## src/rtl/neuron_pkg.sv

```systemverilog
// Shared definitions for the neuron MAC datapath and its activation unit.
package neuron_pkg;

   // Controller states
   typedef enum logic [1:0] {
      ST_IDLE = 2'd0,
      ST_MAC  = 2'd1,
      ST_ACT  = 2'd2
   } state_e;

   // Activation select encodings (both 1x codes mean linear)
   localparam logic [1:0] MODE_SIGMOID    = 2'b00;
   localparam logic [1:0] MODE_RELU       = 2'b01;
   localparam logic [1:0] MODE_LINEAR     = 2'b10;
   localparam logic [1:0] MODE_LINEAR_ALT = 2'b11;

   // PLAN sigmoid breakpoints, expressed in eighths (5.0, 2.375, 1.0)
   localparam int unsigned SIG_BP_FRAC = 3;
   localparam int unsigned SIG_BP_SAT  = 40;
   localparam int unsigned SIG_BP_HI   = 19;
   localparam int unsigned SIG_BP_MID  = 8;

   // Segment offsets in 32nds (0.84375, 0.625, 0.5)
   localparam int unsigned SIG_EXTRA_FRAC = 5;
   localparam int unsigned SIG_OFF_HI     = 27;
   localparam int unsigned SIG_OFF_MID    = 20;
   localparam int unsigned SIG_OFF_LO     = 16;

   // Segment slopes as left shifts in the 32nds domain (1/32, 1/8, 1/4)
   localparam int unsigned SIG_SHIFT_HI  = 0;
   localparam int unsigned SIG_SHIFT_MID = 2;
   localparam int unsigned SIG_SHIFT_LO  = 3;

endpackage

```

## src/rtl/neuron_activation.sv

```systemverilog
// Combinational activation: saturates a wide z to DATA_WIDTH and applies
// sigmoid (PLAN), ReLU or linear.
module neuron_activation
   import neuron_pkg::*;
#(
   parameter int DATA_WIDTH = 8,
   parameter int FRAC_BITS  = 4,
   parameter int Z_WIDTH    = 20
) (
   input  logic signed [Z_WIDTH-1:0]    z,
   input  logic        [1:0]            mode,
   output logic signed [DATA_WIDTH-1:0] y
);

   // Working width for the sigmoid math: magnitude scaled by 8 plus offsets
   localparam int SW = DATA_WIDTH + 6;
   localparam logic signed [Z_WIDTH-1:0] Z_MIN = {Z_WIDTH{1'b1}} << (DATA_WIDTH-1);
   localparam logic signed [Z_WIDTH-1:0] Z_MAX = ~Z_MIN;

   logic signed [DATA_WIDTH-1:0] z_sat;
   logic signed [DATA_WIDTH:0]   z_ext;
   logic        [DATA_WIDTH:0]   mag;
   logic        [SW-1:0]         mag_w;
   logic        [SW-1:0]         mag_8ths;
   logic        [SW-1:0]         one_w;
   logic        [SW-1:0]         sum;
   logic        [SW-1:0]         f_full;
   logic        [DATA_WIDTH-1:0] f_small;
   logic        [DATA_WIDTH-1:0] one_dw;
   logic        [DATA_WIDTH-1:0] sig_y;

   // Clamp z into the output range before any activation is applied
   always_comb begin
      z_sat = z[DATA_WIDTH-1:0];
      if (z > Z_MAX) begin
         z_sat = Z_MAX[DATA_WIDTH-1:0];
      end else if (z < Z_MIN) begin
         z_sat = Z_MIN[DATA_WIDTH-1:0];
      end
   end

   // Piecewise-linear sigmoid on |z|; the extra bit on mag holds |-2^(N-1)|
   always_comb begin
      z_ext    = {z_sat[DATA_WIDTH-1], z_sat};
      mag      = z_ext[DATA_WIDTH] ? -z_ext : z_ext;
      mag_w    = {{(SW-DATA_WIDTH-1){1'b0}}, mag};
      mag_8ths = mag_w << SIG_BP_FRAC;
      one_w    = {{(SW-1){1'b0}}, 1'b1} << FRAC_BITS;
      if (mag_8ths >= (SW'(SIG_BP_HI) << FRAC_BITS)) begin
         sum = (mag_w << SIG_SHIFT_HI) + (SW'(SIG_OFF_HI) << FRAC_BITS);
      end else if (mag_8ths >= (SW'(SIG_BP_MID) << FRAC_BITS)) begin
         sum = (mag_w << SIG_SHIFT_MID) + (SW'(SIG_OFF_MID) << FRAC_BITS);
      end else begin
         sum = (mag_w << SIG_SHIFT_LO) + (SW'(SIG_OFF_LO) << FRAC_BITS);
      end
      f_full = sum >> SIG_EXTRA_FRAC;
      one_dw = one_w[DATA_WIDTH-1:0];
      if ((mag_8ths >= (SW'(SIG_BP_SAT) << FRAC_BITS)) || (f_full > one_w)) begin
         f_small = one_dw;
      end else begin
         f_small = f_full[DATA_WIDTH-1:0];
      end
      sig_y = z_sat[DATA_WIDTH-1] ? (one_dw - f_small) : f_small;
   end

   // Final activation select
   always_comb begin
      y = z_sat;
      case (mode)
         MODE_SIGMOID:    y = sig_y;
         MODE_RELU:       y = z_sat[DATA_WIDTH-1] ? '0 : z_sat;
         MODE_LINEAR:     y = z_sat;
         MODE_LINEAR_ALT: y = z_sat;
         default:         y = z_sat;
      endcase
   end

endmodule

```

## src/rtl/neuron_mac.sv

```systemverilog
// Sequential single-neuron MAC: bias preload, one multiply-accumulate per
// input, then a registered activation step with a Done pulse.
module neuron_mac
   import neuron_pkg::*;
#(
   parameter int DATA_WIDTH = 8,
   parameter int FRAC_BITS  = 4,
   parameter int N_INPUTS   = 2,
   parameter logic [N_INPUTS*DATA_WIDTH-1:0] W = {DATA_WIDTH'(60), DATA_WIDTH'(51)},
   parameter logic signed [DATA_WIDTH-1:0]   BIAS = DATA_WIDTH'(-13)
) (
   input  logic                           clk,
   input  logic                           rst_n,
   input  logic                           En,
   input  logic                           Run,
   input  logic [N_INPUTS*DATA_WIDTH-1:0] X,
   input  logic [1:0]                     Mode,
   output logic                           Busy,
   output logic                           Done,
   output logic signed [DATA_WIDTH-1:0]   Y
);

   localparam int ACC_WIDTH = 2*DATA_WIDTH + $clog2(N_INPUTS) + 1;
   localparam int IDX_WIDTH = (N_INPUTS > 1) ? $clog2(N_INPUTS) : 1;
   localparam logic [IDX_WIDTH-1:0] IDX_LAST = IDX_WIDTH'(N_INPUTS-1);
   localparam logic signed [ACC_WIDTH-1:0] ACC_INIT = ACC_WIDTH'(BIAS) <<< FRAC_BITS;

   state_e                           state;
   state_e                           state_next;
   logic [IDX_WIDTH-1:0]             idx;
   logic signed [ACC_WIDTH-1:0]      acc;
   logic [N_INPUTS*DATA_WIDTH-1:0]   xr;
   logic [1:0]                       mode_r;
   logic signed [DATA_WIDTH-1:0]     y_r;
   logic                             done_r;
   logic signed [DATA_WIDTH-1:0]     x_sel;
   logic signed [DATA_WIDTH-1:0]     w_sel;
   logic signed [2*DATA_WIDTH-1:0]   prod;
   logic signed [ACC_WIDTH-1:0]      prod_ext;
   logic signed [ACC_WIDTH-1:0]      z;
   logic signed [DATA_WIDTH-1:0]     act_y;

   // Current term of the dot product, full-precision and sign-extended
   always_comb begin
      x_sel    = $signed(xr[idx*DATA_WIDTH +: DATA_WIDTH]);
      w_sel    = $signed(W[idx*DATA_WIDTH +: DATA_WIDTH]);
      prod     = x_sel * w_sel;
      prod_ext = {{(ACC_WIDTH-2*DATA_WIDTH){prod[2*DATA_WIDTH-1]}}, prod};
      z        = acc >>> FRAC_BITS;
   end

   neuron_activation #(
      .DATA_WIDTH (DATA_WIDTH),
      .FRAC_BITS  (FRAC_BITS),
      .Z_WIDTH    (ACC_WIDTH)
   ) u_act (
      .z    (z),
      .mode (mode_r),
      .y    (act_y)
   );

   // State register; only advances on enabled edges
   always_ff @(posedge clk or negedge rst_n) begin
      if (!rst_n) begin
         state <= ST_IDLE;
      end else if (En) begin
         state <= state_next;
      end
   end

   // Next-state logic: IDLE waits for Run, MAC walks the inputs, ACT finishes
   always_comb begin
      state_next = state;
      case (state)
         ST_IDLE: if (Run) state_next = ST_MAC;
         ST_MAC:  if (idx == IDX_LAST) state_next = ST_ACT;
         ST_ACT:  state_next = ST_IDLE;
         default: state_next = ST_IDLE;
      endcase
   end

   // Datapath: operand capture, accumulation and result/Done registration
   always_ff @(posedge clk or negedge rst_n) begin
      if (!rst_n) begin
         idx    <= '0;
         acc    <= '0;
         xr     <= '0;
         mode_r <= '0;
         y_r    <= '0;
         done_r <= 1'b0;
      end else if (En) begin
         done_r <= 1'b0;
         case (state)
            ST_IDLE: begin
               if (Run) begin
                  xr     <= X;
                  mode_r <= Mode;
                  acc    <= ACC_INIT;
                  idx    <= '0;
               end
            end
            ST_MAC: begin
               acc <= acc + prod_ext;
               idx <= (idx == IDX_LAST) ? '0 : idx + 1'b1;
            end
            ST_ACT: begin
               y_r    <= act_y;
               done_r <= 1'b1;
            end
            default: ;
         endcase
      end
   end

   assign Busy = (state != ST_IDLE);
   assign Done = done_r;
   assign Y    = y_r;

endmodule

```

## config.mk

```make
export PLATFORM = sky130hd
export DESIGN_NAME = neuron_mac
export DESIGN_NICKNAME = d
export VERILOG_FILES = /design/src/rtl/neuron_pkg.sv /design/src/rtl/neuron_activation.sv /design/src/rtl/neuron_mac.sv
export SDC_FILE = /design/constraint.sdc
export NUM_CORES = 1
export LEC_CHECK = 0
export ABC_AREA = 1
export CAP_MARGIN = 10
export CORE_ASPECT_RATIO = 0.5
export CORE_MARGIN = 2
export CORE_UTILIZATION = 60
export CTS_CLUSTER_SIZE = 28
export DETAILED_ROUTE_END_ITERATION = 12
export GPL_TIMING_DRIVEN = 0
export HOLD_SLACK_MARGIN = 0.05
export PLACE_DENSITY = 0.88
export SETUP_SLACK_MARGIN = 0.05
export SYNTH_ARGS = -nofsm -noshare
export SYNTH_HDL_FRONTEND = slang
export SYNTH_SLANG_ARGS = --single-unit
```

## constraint.sdc

```tcl
create_clock -name clk -period 6.7 [get_ports clk]
set_clock_uncertainty 0.2 [all_clocks]
set_input_delay 1.005 -clock clk [delete_from_list [all_inputs] [get_ports clk]]
set_output_delay 1.005 -clock clk [all_outputs]
set_load 0.005 [all_outputs]
```

==> results of run 1 <==
-- through the flow --
| step | utilization | setup WS (ns) | hold WS, ns | instances | instance area, um^2 |
|---|---|---|---|---|---|
| global route | 0.704 | 0.131 | 0.340 | 737 | 5720 |
| finish | 0.704 | 0.545 | 0.310 | 737 | 5720 |
| detailed placement | 0.683 | 0.440 | 0.281 | 729 | 5540 |
| global placement | 0.681 | 0.590 | 0.267 | 728 | 5530 |
| CTS | 0.704 | 0.394 | 0.306 | 737 | 5720 |
| floorplan | - | 1.29 | 0.273 | 585 | 5080 |
-- flip-flops by register name, indices dropped and copies added, names as in the netlist --
signal,cells
Y,8
Done,1
acc,18
idx,1
xr,16
state,2
mode_r,2
-- path summary, 6_finish.rpt --
path	end	slack, ns	cells after the start
setup / recovery	acc[15]$_DFFE_PN0P_	0.55	28
hold reg to reg	xr[12]$_DFFE_PN0P_	0.31	1
hold / removal	xr[12]$_DFFE_PN0P_	0.31	1
setup reg to reg	acc[15]$_DFFE_PN0P_	0.55	28
max in group asynchronous	acc[9]$_DFFE_PN0P_	5.46	2
min in group asynchronous	xr[6]$_DFFE_PN0P_	0.35	1
-- cells by family (layout without fill, tap and decap cells) --
| group | after synthesis | after routing | synth area share |
|---|---|---|---|
| compound gates | 88 | 88 | 0.104 |
| xor+xnor | 10 | 10 | 0.0172 |
| fa+ha+maj | 104 | 104 | 0.326 |
| buf+inv | 136 | 176 | 0.106 |
| flops | 48 | 48 | 0.237 |
| mux | 10 | 10 | 0.0222 |
| simple gates | 189 | 189 | 0.188 |
-- per-layer routing --
layer  track usage  part of all wire
met1         0.359              0.46
met2         0.435              0.46
met3        0.0464             0.063
met4        0.0690             0.018
met5             0                 0
-- what timing repair did --
item / CTS / global route
endpoints found under the hold margin: 0 / 0
endpoints found under the setup margin: 0 / 2
resized for setup: 0 / 2
-- cell usage after synthesis (all sizes together) --
library cell,number,area [um^2]
a22o,5,43.8
inv,124,465
o21bai,1,18.8
xnor2,3,26.3
clkbuf,7,26.3
nand2,99,452
ha,57,713
nor4,1,6.26
xor2,7,61.3
o21ai,28,144
o211ai,3,27.5
or2,4,25.0
nand4,8,65.1
fa,47,941
nor3b,1,7.51
mux2,10,113
a31oi,4,25.0
clkinv,2,7.51
nand3b,3,35.0
buf,3,38.8
nand3,24,155
a21oi,37,200
o31ai,1,7.51
dfrtp,48,1200
o2111ai,1,8.76
nor2,49,211
o22ai,6,37.5
a21o,2,15.0
-- worst reg2reg max path, delay by kind of cell, from the launching register on --
family | cells | cell delay, ns
AO/OA/AOI/OAI | 5 | 0.92
adder cells (fa/ha/maj) | 6 | 2.67
buffers and inverters | 5 | 0.85
AND/OR/NAND/NOR | 12 | 1.08
flip-flops | 1 | 0.32
-- cell type report --
type,instances,area [um^2]
Buffer,10,66.3
Clock buffer,5,125
Clock inverter,3,46.3
Fill cell,592,2400
Inverter,126,473
Multi-Input combinational cell,401,3340
Sequential cell,48,1200
Tap cell,112,140
Timing Repair Buffer,32,325
==> flow_summary.toml, run 1 <==
[critical_path]
crit_top_cell = "nand2_1"
startpoint = "idx$_DFFE_PN0P_"
critPathMaxStageDelay_ns = 0.55
critical_path.top_delay_family = "adder cells"
critPathLaunchType = "register"
path_max_fanout = 10
r2r-start = "idx$_DFFE_PN0P_"
crit_buf_inv = 5
cpMaxStageDelayCell = "fa_1"
endpoint_kind = "register"
critPathRequiredTime_ns = 6.70
crit_type = "register to register"
critPathArrivalTime_ns = 6.16

[cts]
cts_buffers = 5
clk_latency_ns = 0.30
h-tree-depth = 2
clkSinkCount = 48
path_clk_slew_ns = 0.07
root_buffer = "clkbuf_16"
cts_tree = "yes"
postCtsSetupRepairBufs = 0
clockBufferDepth = 2
hold_buffers = 0

[final_layout]
area_growth_pct = 12.6
layout_common_cells = "inv_1 (120), nand2_1 (79), ha_1 (57)"
final_common_cell = "inv_1"
num_antenna_cells = 0
fin_nets = 750
drive_gt1_frac = 0.114

[sta]
worst_slew_pin_slew_ns = 0.763
fmax_ghz = 0.162
timing.slew.headroom = 0.491
min_period_ns = 6.15
rsz0062_at_grt = "false"
final_max_slew_viol_count = 0
fin_tns_setup_ns = 0
setup-violations-final = 0
hold_viol_final = 0
post-route-period-util = 0.919

[logic_synthesis]
synthesis.nets = 711
syn_avg_cell_area_um2 = 8.68
ys_seq_elements = 48
seq_area_frac_synth = 0.237
syn_area_um2 = 5080
synth_cell_type_count = 43
yosys_warnings = 0
postSynthCellCount = 585

[global_routing]
grt_pass1_wl_mm = 19.2
grt_usage = 0.262
grt_overflow_total = 0
grt_pass1_vias = 4109
grt_antenna_before_repair = 0
grt_max_degree = 41

[floorplanning]
io_pins = 32
placeableCoreArea_um2 = 8120
dieArea_um2 = 9260
die_x_um = 134
fp-row-count = 23
start_util = 0.626
die_y_um = 69.1

[min_path]
min_from = "xr[12]$_DFFE_PN0P_"
min_path_type = "register to register"

[route]
drc = 0
dr_total_vias = 3981
drt_pass1_iterations = 6
wl_per_cell_um = 15.1
vias_per_cell = 5.40
postRouteAntennaNets = 0
drt_wl_total_mm = 11.1
drt_first_iter_violations = 515

[placed_design]
dp_hpwl_mm = 8.71
place.gp.congestion = 0.916
port_buffers = 31

[outcome]
outcome = "finished, final reports clean"

[run]
max_cap_violations = 0
Power of run 1 is left out: the tool's default activity adds up to more than one toggle a clock period on the data nets, which glitch-free logic cannot reach.
==> inputs of run 2 (changes only) <==
--- a/config.mk
+++ b/config.mk
@@ -14,6 +14,7 @@
 export DETAILED_ROUTE_END_ITERATION = 12
 export GPL_TIMING_DRIVEN = 0
 export HOLD_SLACK_MARGIN = 0.05
+export MAX_ROUTING_LAYER = met4
 export PLACE_DENSITY = 0.88
 export SETUP_SLACK_MARGIN = 0.05
 export SYNTH_ARGS = -nofsm -noshare
==> flow_summary.toml, run 2 (synthesis results as in run 1) <==
[critical_path]
reg2reg_slack_ns = 0.45
crit_type = "register to register"
reg2reg_depth = 28
endpoint_kind = "register"
path_max_fanout = 10
timing.rr.end = "acc[15]$_DFFE_PN0P_"
critPathRequiredTime_ns = 6.70
critPathArrivalTime_ns = 6.26
cpMaxStageDelayCell = "fa_1"
crit_top_cell = "nand2_1"
critPathLaunchType = "register"
critPathMaxStageDelay_ns = 0.56
r2r-start = "idx$_DFFE_PN0P_"

[global_routing]
grt_pass1_vias = 4181
grt_antenna_before_repair = 0
grt_pass1_wl_mm = 19.5
grt_usage = 0.273
grt_overflow_total = 0
grt_max_degree = 41

[cts]
h-tree-depth = 2
hold_buffers = 0
clkSinkCount = 48
root_buffer = "clkbuf_16"
path_clk_slew_ns = 0.07
clk_latency_ns = 0.30
cts_tree = "yes"
clockBufferDepth = 2
cts_buffers = 5

[route]
drt_pass1_iterations = 5
wl_per_cell_um = 15.2
dr_total_vias = 4037
drt_first_iter_violations = 318
drt_wl_total_mm = 11.2
postRouteAntennaNets = 0
drc = 0
vias_per_cell = 5.48

[placed_design]
dp_hpwl_mm = 8.90
place.gp.congestion = 0.936
port_buffers = 31

[final_layout]
final_common_cell = "inv_1"
num_antenna_cells = 0
area_growth_pct = 13.0
top_register = "acc"
multi_input_area_um2 = 3340
fin_nets = 750
layout_common_cells = "inv_1 (120), nand2_1 (79), ha_1 (57)"
drive_gt1_frac = 0.114
largest_register_ffs = 18
fillCellCount = 617
sequential_cell_area_um2 = 1200

[floorplanning]
dieArea_um2 = 9260
placeableCoreArea_um2 = 8120
die_y_um = 69.1
die_x_um = 134
fp-row-count = 23
start_util = 0.626
io_pins = 32

[sta]
min_period_ns = 6.25
final_max_slew_viol_count = 0
post-route-period-util = 0.934
worst_slew_pin_slew_ns = 0.687
fmax_ghz = 0.160
rsz0062_at_grt = "false"
fin_tns_setup_ns = 0
hold_viol_final = 0
setup-violations-final = 0
timing.slew.headroom = 0.542

[outcome]
outcome = "finished, final reports clean"

[min_path]
hold_end = "Done$_DFFE_PN0P_"
min_path_cells = 2
min_from = "Done$_DFFE_PN0P_"
min_path_type = "register to register"

[run]
max_cap_violations = 0
## run 2: changes by cell type in the layout (fill, tap and decap cells not counted), sizes merged
cell / delta
clkinvlp: -1
bufinv: +1
## run 2: final cells by class
| class | count | area share |
|---|---|---|
| clock buffers | 5 | 0.0218 |
| inverters | 126 | 0.0824 |
| plain buffers | 10 | 0.0116 |
| multi-input cells | 401 | 0.582 |
| repair buffers | 32 | 0.0567 |
| well taps | 112 | 0.0244 |
| clock inverters | 3 | 0.0120 |
| flip-flops and latches | 48 | 0.209 |
## run 2: through the flow
step | cell area [um^2] | cells | worst slack (ns) | hold WS, ns | utilization
global route | 5740 | 737 | 0.138 | 0.324 | 0.707
detailed placement | 5540 | 729 | 0.457 | 0.280 | 0.683
floorplan | 5080 | 585 | 1.29 | 0.273 | -
global placement | 5530 | 728 | 0.604 | 0.266 | 0.681
CTS | 5740 | 737 | 0.429 | 0.298 | 0.707
finish | 5740 | 737 | 0.445 | 0.292 | 0.707
## run 2: worst max path at each step
stage | slack (ns) | depth (start not counted) | end | start
after CTS | 0.43 | 28 | acc[15]$_DFFE_PN0P_ | idx$_DFFE_PN0P_
after global routing | 0.14 | 26 | acc[13]$_DFFE_PN0P_ | idx$_DFFE_PN0P_
final | 0.45 | 28 | acc[15]$_DFFE_PN0P_ | idx$_DFFE_PN0P_
after detailed placement | 0.46 | 28 | acc[15]$_DFFE_PN0P_ | idx$_DFFE_PN0P_
after floorplan | 1.29 | 28 | acc[15]$_DFFE_PN0P_ | idx$_DFFE_PN0P_
after global placement | 0.60 | 28 | acc[15]$_DFFE_PN0P_ | idx$_DFFE_PN0P_
## run 2: timing repair
action                     4_1_cts  5_1_grt
setup endpoints to repair        0        3
resized for setup                0        2
setup buffers                    0        0
## run 2: worst max-delay path: cells and delay by family, from the launching register on
family	cells	cell delay, ns
adder cells (fa/ha/maj)	6	2.55
AO/OA/AOI/OAI	6	1.18
buffers and inverters	5	0.98
AND/OR/NAND/NOR	11	0.91
flip-flops	1	0.32
## run 2: per-layer routing
layer,share of wire,global-route usage
met2,0.46,0.442
met3,0.071,0.0596
met5,0,-
met1,0.45,0.359
met4,0.011,0.0561
Power of run 2 is left out for the same reason.
